[src/rtl/pa_AsyncCordic.sv]
// Shared types and constants for the asynchronous CORDIC datapath.
//   dual_rail_t      : one dual-rail bit, {rail_one, rail_zero}
//   DR_NULL/ZERO/ONE : the legal codes. 2'b11 is illegal.
//   RW               : iteration-counter width. The counter issues RW+2 ctrl tokens per operand.
//   loop_sel_state_e : steering state of async_loop_select
package pa_AsyncCordic;

  typedef logic [1:0] dual_rail_t;

  localparam dual_rail_t DR_NULL = 2'b00;
  localparam dual_rail_t DR_ZERO = 2'b01;
  localparam dual_rail_t DR_ONE  = 2'b10;

  localparam int unsigned RW = 16;

  typedef enum logic [0:0] {
    LOAD = 1'b0,
    LOOP = 1'b1
  } loop_sel_state_e;

endpackage

[src/rtl/async_completion_detect.sv]
// Completion detector for a dual-rail vector.
//   data_i    : dual_rail_t[SIZE:0] vector under observation
//   all_valid : every bit carries exactly one asserted rail
//   all_null  : every bit is NULL
// Illegal 2'b11 bits count neither as valid nor as null.
module async_completion_detect
  import pa_AsyncCordic::*;
#(
  parameter int unsigned SIZE = 16
) (
  input  dual_rail_t [SIZE:0] data_i,
  output logic                all_valid,
  output logic                all_null
);

  always_comb begin
    all_valid = 1'b1;
    all_null  = 1'b1;
    for (int unsigned i = 0; i <= SIZE; i++) begin
      all_valid &= ^data_i[i];
      all_null  &= ~|data_i[i];
    end
  end

endmodule

[src/rtl/async_loop_select.sv]
// Clockless four-phase dual-rail steering stage at the CORDIC loop entry/exit.
// In LOAD it passes a fresh operand into the loop. In LOOP it waits for the counter
// token and the feedback operand. On ONE it recirculates the operand into the loop.
// On ZERO it retires the operand to the result channel and then returns to LOAD.
//   arst        : asynchronous active-low reset. All outputs go NULL/0 and the state goes to LOAD.
//   in_data_i   : fresh operand.                       in_ack_o   : its acknowledge
//   fb_data_i   : feedback operand.                    fb_ack_o   : its acknowledge
//   ctrl_i      : counter token (ONE=continue, ZERO=stop).  ctrl_ack_o : its acknowledge
//   loop_data_o : operand into the iteration stage.    loop_ack_i : its acknowledge
//   res_data_o  : retired operand.                     res_ack_i  : its acknowledge
//   err_o       : sticky illegal-code flag. It exists only when ASYNC_LOOP_SELECT_CHECK_EN is defined.
module async_loop_select
  import pa_AsyncCordic::*;
#(
  parameter int unsigned SIZE = 16
) (
  input  logic                arst,
  input  dual_rail_t [SIZE:0] in_data_i,
  output logic                in_ack_o,
  input  dual_rail_t [SIZE:0] fb_data_i,
  output logic                fb_ack_o,
  input  dual_rail_t          ctrl_i,
  output logic                ctrl_ack_o,
  output dual_rail_t [SIZE:0] loop_data_o,
  input  logic                loop_ack_i,
  output dual_rail_t [SIZE:0] res_data_o,
  input  logic                res_ack_i
`ifdef ASYNC_LOOP_SELECT_CHECK_EN
  ,
  output logic                err_o
`endif
);

  logic in_valid, in_null, fb_valid, fb_null;
  logic ctrl_valid, ctrl_null, both_valid, both_null;

  async_completion_detect #(.SIZE(SIZE)) u_in_cd (
    .data_i   (in_data_i),
    .all_valid(in_valid),
    .all_null (in_null)
  );

  async_completion_detect #(.SIZE(SIZE)) u_fb_cd (
    .data_i   (fb_data_i),
    .all_valid(fb_valid),
    .all_null (fb_null)
  );

  assign ctrl_valid = (ctrl_i == DR_ZERO) || (ctrl_i == DR_ONE);
  assign ctrl_null  = (ctrl_i == DR_NULL);
  assign both_valid = ctrl_valid & fb_valid;
  assign both_null  = ctrl_null & fb_null;

  loop_sel_state_e state_q, state_d;
  logic load_go_q, sel_cont_q, sel_stop_q, in_ack_q, fc_ack_q, retire_q;
  logic xfer_ack;

  // Every handshake element below is a generalised C-element: a set term, a reset term,
  // and otherwise hold. The set and reset terms of each element never overlap.

  // Opens the LOAD steering path once the fresh operand is complete.
  always_latch begin
    if (!arst)                            load_go_q <= 1'b0;
    else if (state_q == LOAD && in_valid) load_go_q <= 1'b1;
    else if (in_null)                     load_go_q <= 1'b0;
  end

  // Records the LOOP decision. It is held until token and feedback have both returned to NULL.
  always_latch begin
    if (!arst)                                                  sel_cont_q <= 1'b0;
    else if (state_q == LOOP && both_valid && ctrl_i == DR_ONE) sel_cont_q <= 1'b1;
    else if (both_null)                                         sel_cont_q <= 1'b0;
  end

  always_latch begin
    if (!arst)                                                   sel_stop_q <= 1'b0;
    else if (state_q == LOOP && both_valid && ctrl_i == DR_ZERO) sel_stop_q <= 1'b1;
    else if (both_null)                                          sel_stop_q <= 1'b0;
  end

  // Upstream acknowledge: C(loop_ack, completion) gated to the LOAD path.
  always_latch begin
    if (!arst)                          in_ack_q <= 1'b0;
    else if (load_go_q && loop_ack_i)   in_ack_q <= 1'b1;
    else if (!loop_ack_i && in_null)    in_ack_q <= 1'b0;
  end

  // Shared feedback/ctrl acknowledge. It falls only after both channels are NULL and the
  // chosen downstream acknowledge has dropped.
  always_latch begin
    if (!arst)                                                fc_ack_q <= 1'b0;
    else if ((sel_cont_q && loop_ack_i) ||
             (sel_stop_q && res_ack_i))                       fc_ack_q <= 1'b1;
    else if (!loop_ack_i && !res_ack_i && both_null)          fc_ack_q <= 1'b0;
  end

  // The two acks are never high together, so their OR gives exactly one falling edge per transfer.
  assign xfer_ack = in_ack_q | fc_ack_q;

  // Remembers whether the current LOOP transfer is a retirement. It is sampled while the
  // decision is still stable.
  always_ff @(posedge fc_ack_q or negedge arst) begin
    if (!arst) retire_q <= 1'b0;
    else       retire_q <= sel_stop_q;
  end

  // State register. It advances only on the final ack-low edge, when every output is NULL.
  always_ff @(negedge xfer_ack or negedge arst) begin
    if (!arst) state_q <= LOAD;
    else       state_q <= state_d;
  end

  always_comb begin
    state_d = state_q;
    unique case (state_q)
      LOAD: state_d = LOOP;
      LOOP: if (retire_q) state_d = LOAD;
      default: state_d = LOAD;
    endcase
  end

  always_comb begin
    loop_data_o = '0;
    res_data_o  = '0;
    if (state_q == LOAD) begin
      if (load_go_q) loop_data_o = in_data_i;
    end else if (sel_cont_q) begin
      loop_data_o = fb_data_i;
    end
    if (sel_stop_q) res_data_o = fb_data_i;
    in_ack_o   = in_ack_q;
    fb_ack_o   = fc_ack_q;
    ctrl_ack_o = fc_ack_q;
  end

`ifdef ASYNC_LOOP_SELECT_CHECK_EN
  logic illegal, err_q;

  always_comb begin
    illegal = (ctrl_i == 2'b11);
    for (int unsigned i = 0; i <= SIZE; i++) begin
      illegal |= (in_data_i[i] == 2'b11) | (fb_data_i[i] == 2'b11);
    end
  end

  always_latch begin
    if (!arst)        err_q <= 1'b0;
    else if (illegal) err_q <= 1'b1;
  end

  assign err_o = err_q;
`endif

endmodule
[config.mk]
export PLATFORM = sky130hd
export DESIGN_NAME = async_loop_select
export DESIGN_NICKNAME = d
export VERILOG_FILES = /design/src/rtl/pa_AsyncCordic.sv /design/src/rtl/async_completion_detect.sv /design/src/rtl/async_loop_select.sv
export SDC_FILE = /design/constraint.sdc
export NUM_CORES = 1
export LEC_CHECK = 0
export CAP_MARGIN = 10
export CORE_UTILIZATION = 29
export DETAILED_ROUTE_END_ITERATION = 12
export MAX_ROUTING_LAYER = met4
export PLACE_DENSITY = 0.78
export RECOVER_POWER = 25
export SYNTH_ARGS = -nofsm -noshare
export SYNTH_HDL_FRONTEND = slang
export SYNTH_SLANG_ARGS = --single-unit
export TNS_END_PERCENT = 5
[constraint.sdc]
create_clock -name vclk -period 0.8
set_input_delay 0.16 -clock vclk [all_inputs]
set_output_delay 0.16 -clock vclk [all_outputs]
set_load 0.02 [all_outputs]
== After elaboration in Yosys (flattened, before gate mapping) ==
Index checks and enable logic that the tools add are counted.

* Output and inout port bits: 71
* Input port bits: 73
* Logic and storage cells: 228
* Bits in latches: 5
* Register bits after elaboration: 2

* Equal/unequal tests: 2
* Bitwise gates (word level): 68
* Reductions and logical operators: 117
* Muxes and demuxes: 34

{| class="wikitable"
|+ Operator list
! cell !! count
|-
| $mux W34 || 4
|-
| $reduce_or A2 Y1 || 34
|-
| $reduce_xor A2 Y1 || 34
|-
| $and A1 B1 Y1 || 66
|-
| $logic_not A1 Y1 || 36
|-
| $mux W1 || 29
|-
| $logic_and A1 B1 Y1 || 10
|-
| $eq A2 B1 Y1 const B || 1
|-
| $eq A2 B2 Y1 const B || 1
|-
| $logic_not A2 Y1 || 1
|-
| $logic_or A1 B1 Y1 || 2
|-
| $pmux W1 S2 || 1
|-
| $not A1 Y1 || 1
|-
| $or A1 B1 Y1 || 1
|}

== Depth between registers and ports, before layout ==
* Depth after elaboration: 23
* Depth in mapped cells: 6
* Mapped depth without buffers: 6

== Hierarchy ==
From an unflattened synthesis, not the netlist that was laid out.

* Cell total of the unflattened synthesis: 241
* Area total of the unflattened synthesis: 1775.5 µm²

{| class="wikitable"
|+ By module, submodules not included
! module !! area each (µm²) !! instances !! cells an instance
|-
| async_loop_select || 919.6 || 1 || 115
|-
| async_completion_detect || 427.9 || 2 || 63
|}

==> impl_metrics.toml <==
[floorplan]
die_area_um2 = 6070
die_h_um = 77.9
initial_core_util_pct = 30.1
rows = 27
core_um2 = 5540
io_pins = 144
fp.dieW_um = 77.9

[placed_design]
dp_hpwl_um = 5340
port_buffers = 144
gp_congestion = 0.778
place_inst = 486

[final_layout]
stdcell_count = 486
multi_input_area_um2 = 1230
fillCellCount = 568
areaGrowthSynthToFinish_pct = 82.8
register_area_um2 = 125
antenna_cells = 0
nets = 526
layout-drive-gt1-share_pct = 44.9

[sta]
unclocked_pins = 7
hold_ws_ns = 0.659
relSlewSlack_pct = 31.4
fmax_mhz = 1270
setup_tns_ns = 0
finalHoldViolations = 0
period_share_pct = 98.3
slew_viol_final = 0
fin_crit_ns = 0.787
finalSetupViolCount = 0
unconstrained_endpoints = 10
max_slew.worst_pin.slew_ns = 1.03
rsz0062_at_grt = "false"

[critical_path]
cpPeakStageDelay_ns = 0.21
path_max_fanout = 3
cp-end-kind = "output pin"
crit_start = "fb_data_i[24]"
cp-start-kind = "input port"
crit_type = "input port to output pin"
crit_chain = "buf_2 > a22o_1 > buf_6"
cp_data_required_time_ns = 0.64
cp_data_arrival_time_ns = 0.63
cpMaxStageDelayCell = "a22o_1"
endpoint = "loop_data_o[24]"

[run_status]
status = "completed"

[yosys]
synth_top_area_share_pct = 27.7
synth_top_area_cell = "ha_1"
synth-seq-cells = 7
syn_inst = 237
synth_warnings = 0
syn_nets = 347
synth_area_leaders = "ha_1 28%, a22o_1 18%, inv_1 16%, and2_1 13%, nand4_1 5.6%"
ys_types = 26
synth_area_per_cell_um2 = 7.05
netlist_area_um2 = 1670

[hold_path]
min_path_type = "input port to output pin"

[power]
power_w = 0.000735
p_leak_nw = 1.91
vdd_ir_drop_max_uv = 107
cellPowerDensity_nw_per_um2 = 241

[routing]
ant_nets = 0
routed_wl_um = 6380
wire_per_inst_um = 13.1
route.vias.total = 2265
drc = 0
first_iter_violations = 82
via_per_inst = 4.66
drtPass1Iterations = 4

[grt]
grt_overflow = 0
track_usage_pct = 20.5
grt_pass1_vias = 2212
grt_max_degree = 37
antenna_found_initial = 0
grt_pass1_wl_um = 10100

[job]
drv_cap = 0

[clock_tree]
hold_buffers = 0
## per-layer routing
metal,part of all wire (%),up-vias,GRT usage (%)
met5,0,-,-
met4,0.28,0,0.556
met3,6.2,2,1.76
met2,54,86,43.4
met1,39,1035,21.2
li1,-,1142,-
## cells in the mapped netlist
cell	number
a22o_1	34
a22oi_1	1
and2_1	34
and2_2	1
and2b_2	1
and3_1	1
and4_1	1
and4b_1	1
buf_4	1
clkbuf_1	11
dfrtn_1	1
dfrtp_1	1
dlxtp_1	5
ha_1	37
inv_1	71
nand2_1	3
nand3_1	6
nand4_1	15
nor2_1	4
nor2_2	1
nor3_1	1
nor4_1	2
o211ai_1	1
o311ai_0	1
or2_2	1
or4_4	1
## cell families after synthesis
kind of cell             synth area share (%)
adder cells (fa/ha/maj)                  27.7
latches                                  4.49
AO/OA/AOI/OAI                            19.3
AND/OR/NAND/NOR                          26.7
flip-flops                               3.00
buffers and inverters                    18.9
## power breakdown
group           total [W]    switching, W  internal (W)
clock network           0               0             0
logic            0.000726        0.000320      0.000407
registers      0.00000827  0.000000000871    0.00000827
total            0.000735        0.000320      0.000415
## sequential cells by signal, indices dropped and copies added (netlist names)
name        count
ctrl_ack_o      1
in_ack_o        1
load_go_q       1
retire_q        1
sel_cont_q      1
sel_stop_q      1
state_q         1
## area by class of cell
class,instances,area share (%)
repair buffers,189,44.0
multi-input cells,147,40.3
inverters,71,8.73
flip-flops and latches,7,4.10
well taps,72,2.95
## cells in the final DEF, fill, tap and decap left out, types with 2 or more instances in the layout
cell / n
buf_4: 50
clkbuf_2: 14
nand4_1: 15
nor2_1: 4
buf_6: 37
nand2_1: 3
dlxtp_1: 5
buf_2: 80
and2_1: 34
nand3_1: 6
inv_1: 71
a22o_1: 34
clkdlybuf4s50_1: 8
nor4_1: 2
ha_1: 37
## worst max-delay path: cells and delay by family
family                 cells  cell delay [ns]
AO/OA/AOI/OAI              1             0.21
buffers and inverters      2             0.25
## worst min-delay path by stage
stage,startpoint,end,slack [ns],cells past startpoint
2_1_floorplan,fb_data_i[0],res_data_o[0],0.50,1
3_3_place_gp,fb_data_i[5],res_data_o[5],1.42,3
3_5_place_dp,fb_data_i[23],res_data_o[23],1.42,3
4_1_cts,in_data_i[13],loop_data_o[13],0.66,3
5_1_grt,in_data_i[10],loop_data_o[10],0.67,3
6_report,in_data_i[12],loop_data_o[12],0.66,3
## timing repair
action,CTS,global route
hold endpoints to repair,0,0
gates resized for setup,619,5
endpoints found under the setup margin,68,2
setup buffers,0,0
pin swaps,0,0
## through the flow
stage | utilization, % | area [um2] | setup slack, ns
after floorplan | - | 1670 | 0.217
after detailed placement | 63.0 | 3490 | -0.815
after CTS | 54.9 | 3040 | 0.00878
after global placement | 63.0 | 3490 | -0.819
final | 55.1 | 3050 | 0.0134
after global routing | 55.1 | 3050 | 0.00213
(Power assumes the default switching activity.)
==> RTL edit 1: new RTL, config.mk and constraints unchanged <==
`SIZE` is set to 16 in 2 places; all go to 32.
--- a/src/rtl/async_completion_detect.sv
+++ b/src/rtl/async_completion_detect.sv
@@ -7,5 +7,5 @@
   import pa_AsyncCordic::*;
 #(
-  parameter int unsigned SIZE = 16
+  parameter int unsigned SIZE = 32
 ) (
   input  dual_rail_t [SIZE:0] data_i,
--- a/src/rtl/async_loop_select.sv
+++ b/src/rtl/async_loop_select.sv
@@ -13,5 +13,5 @@
   import pa_AsyncCordic::*;
 #(
-  parameter int unsigned SIZE = 16
+  parameter int unsigned SIZE = 32
 ) (
   input  logic                arst,
Interface: changed (resized fb_data_i, in_data_i, loop_data_o and res_data_o); port bits go from 144 to 272. No check against the original RTL was run, so the function may have changed too.
==> RTL edit 1 against the original RTL <==
The flow now finishes with violations (negative setup slack). Worst setup slack worse by 0.074 ns. Routed wire length up 130%. Final area up 90%. Area after synthesis up 82%. Via count up 96%. Global-route usage up 6.2 points. Synthesized cell count up 83%. Power up 110%. Sequential cell count unchanged. Highest routed layer unchanged.
==> RTL edit 1: results <==
[placement]
port_buffers = 272
placed_cells = 919
gp_congestion = 0.892
placed_area_um2 = 6560

[worst_setup_path]
crit_path_start = "fb_data_i[42]"
crit_end = "loop_data_o[42]"

[grt]
grt_max_degree = 50
grt_pass1_vias = 4562
grt_pass1_wl_mm = 22.9

[timing]
untimed_endpoints = 10
fin_setup_tns_ns = -0.0605
fin_ws_ns = -0.0605
unclocked_pins = 7
max_slew_margin_pct = 43.0
setup_violations = 1

[synthesis]
ys_types = 30
avgSynthCellArea_um2 = 7.00
syn-num-nets = 640
yosys-top-cells-count = "136 x inv_1, 69 x ha_1, 67 x and2_1"
synthTopCellsByArea = "ha_1 28%, a22o_1 19%, inv_1 17%"

[outcome]
status = "complete, but fails checks"
violations = "negative setup slack"

[route]
wl_met3_um = 920
met1Wirelength_mm = 5.55
drt-total-wl_mm = 14.6

[clocking]
ctsResizeCount = 1170

[power]
p_leak_nw = 3.62
ir_drop_mv = 0.161

[worst_hold_path]
holdPathEnd = "loop_data_o[58]"
min_from = "fb_data_i[58]"

[finish]
drive_gt1_share_pct = 47.6
==> RTL edit 1: cell types whose count changed in the layout (fill, tap and decap cells not counted), moves of 2 or more <==
cell	change
inv_1	+65
buf_4	+63
buf_2	+55
buf_6	+46
a22o_1	+32
ha_1	+32
and2_1	+31
clkbuf_2	+21
nand4_1	+15
nor3_1	+3
nor4_1	+2
o21ai_1	+2
==> RTL edit 1: cells by family (layout without fill, tap and decap cells) <==
logic type	count (synthesis)	in the layout	synth area share (%)
DFF	2	2	1.65
buffers and inverters	159	511	21.3
adders and majority gates	69	69	28.4
AOI/OAI and AO/OA	72	72	20.6
and+or+nand+nor	127	127	25.6
latches	5	5	2.47
==> RTL edit 1: where the power goes <==
part | switching, mW | internal (mW)
Sequential | 0.0000000000197 | 0.00827
Clock | 0 | 0
Combinational | 0.686 | 0.851
Total | 0.686 | 0.859
==> RTL edit 1: through the flow <==
stage	setup slack, ns	hold slack [ns]
floorplan	0.217	0.503
finish	-0.0605	0.651
global route	-0.0880	0.669
global placement	-0.935	1.08
CTS	-0.0770	0.656
detailed placement	-0.927	1.08
==> RTL edit 1: cell type report <==
type / instances / area (µm²) / area share [%]
Multi-Input combinational cell: 268 / 2280 / 39.3
Sequential cell: 7 / 125 / 2.16
Timing Repair Buffer: 374 / 2710 / 46.8
Tap cell: 133 / 166 / 2.87
Inverter: 137 / 514 / 8.87
==> RTL edit 1: worst max-delay path: stages <==
cell and delay, ns:
buf_6 0.09, buf_6 0.11, a22o_1 0.20, buf_6 0.13
==> RTL edit 1: metal layers <==
| layer | up-vias | GRT usage [%] |
|---|---|---|
| met4 | 0 | 3.67 |
| met1 | 2052 | 28.8 |
| li1 | 2148 | - |
| met3 | 24 | 2.88 |
| met5 | - | - |
| met2 | 211 | 52.8 |
==> RTL edit 2: new RTL, same settings <==
Made on the original files. Reset style: synchronous (`arst`), changed in 2 clocked blocks. Comments in the files are not updated.
--- a/src/rtl/async_loop_select.sv
+++ b/src/rtl/async_loop_select.sv
@@ -100,5 +100,5 @@
   // Remembers whether the current LOOP transfer is a retirement. It is sampled while the
   // decision is still stable.
-  always_ff @(posedge fc_ack_q or negedge arst) begin
+  always_ff @(posedge fc_ack_q) begin
     if (!arst) retire_q <= 1'b0;
     else       retire_q <= sel_stop_q;
@@ -106,5 +106,5 @@
 
   // State register. It advances only on the final ack-low edge, when every output is NULL.
-  always_ff @(negedge xfer_ack or negedge arst) begin
+  always_ff @(negedge xfer_ack) begin
     if (!arst) state_q <= LOAD;
     else       state_q <= state_d;
Check against the original RTL: not checked (the comparison handles one clock edge and no latches or derived clocks); the edit may change what the design does.
==> RTL edit 2 against the original RTL <==
Final area fell by 1.9%. Sequential cell count did not move. Routed wire length fell by 0.55%. Area after synthesis fell by 0.30%. Via count fell by 1.2%. Worst setup slack improved by 0.0066 ns. Power fell by 2.5%. Cell count fell by 1.0%.
==> RTL edit 2: results <==
[timing]
worstMarginPinSlew_ns = 1.08
untimed_endpoints = 10
unclocked_pins = 7

[power]
switching_share_pct = 44.4
p_leak_nw = 1.87
p_seq_uw = 8.62
power_density_nw_per_um2 = 239
ir_drop_mv = 0.126

[route]
firstDrtPassIters = 4
dr_wl_met2_mm = 3.30
drc = 0
highest-signal-layer = "met4"
drt_iter0_drc = 54
dr_total_vias = 2238
wl_met3_um = 413
via_per_inst = 4.65
wire_per_inst_um = 13.2
met1Wirelength_mm = 2.60

[finish]
drive_gt1_share_pct = 44.0
num_antenna_cells = 0
finalNetCount = 521

[clocking]
post-cts-setup-buffer-count = 0

[placement]
placed_area_um2 = 3440
port_buffers = 144
placed_cells = 481
gp_congestion = 0.779
post-place-ws_ns = -0.807
dpl.hpwl_mm = 5.34

[synthesis]
synth-async-reset-ratio_pct = 0
yosys_warnings = 0
synthTopCellsByArea = "ha_1 28%, a22o_1 18%, inv_1 16%"
syn-num-nets = 348
synth-xor-area-share_pct = 0
synthAdderAreaFrac_pct = 27.8
synth_compound_area_share_pct = 19.6
ys_types = 25
yosys-top-cells-count = "71 x inv_1, 37 x ha_1, 35 x and2_1"
synthCells = 238

[outcome]
status = "completed"

[worst_setup_path]
arrival_ns = 0.62
worstPathMaxFanout = 2
crit_path_top_delay_cell = "a22o_1"
cp_top_family = "buffers and inverters"

[grt]
grt_pass1_vias = 2215
grt_antenna_before_repair = 0
grt_usage_pct = 20.7
globalRouteMet2Util_pct = 40.4
grt_pass1_wl_mm = 10.1
met3_usage_pct = 2.24
grt_max_degree = 37
use_met1_pct = 23.2

[worst_hold_path]
min_path_type = "in2out"
[RTL edit 2: final timing paths]
kind                          start               to  slack [ns]  cells past startpoint
worst min-delay path  fb_data_i[28]  loop_data_o[28]        0.64                      3
worst max-delay path  in_data_i[13]  loop_data_o[13]        0.02                      3
[RTL edit 2: cells by family (layout without fill, tap and decap cells)]
family / after synthesis / in the layout
AOI/OAI and AO/OA: 38 / 38
adders and majority gates: 37 / 37
buffers and inverters: 83 / 254
DFF: 2 / 2
latches: 5 / 5
and+or+nand+nor: 73 / 73
[RTL edit 2: area by class of cell]
class | count | area (µm²)
Fill cell | 555 | 2510
Timing Repair Buffer | 183 | 1290
Multi-Input combinational cell | 148 | 1240
Inverter | 71 | 267
Sequential cell | 7 | 115
Tap cell | 72 | 90.1
[RTL edit 2: what timing repair did]
| action | in CTS | in global routing |
|---|---|---|
| hold endpoints to repair | 0 | 0 |
| gates cloned | 0 | 0 |
| resized for setup | 614 | 5 |
| setup endpoints to repair | 68 | 2 |
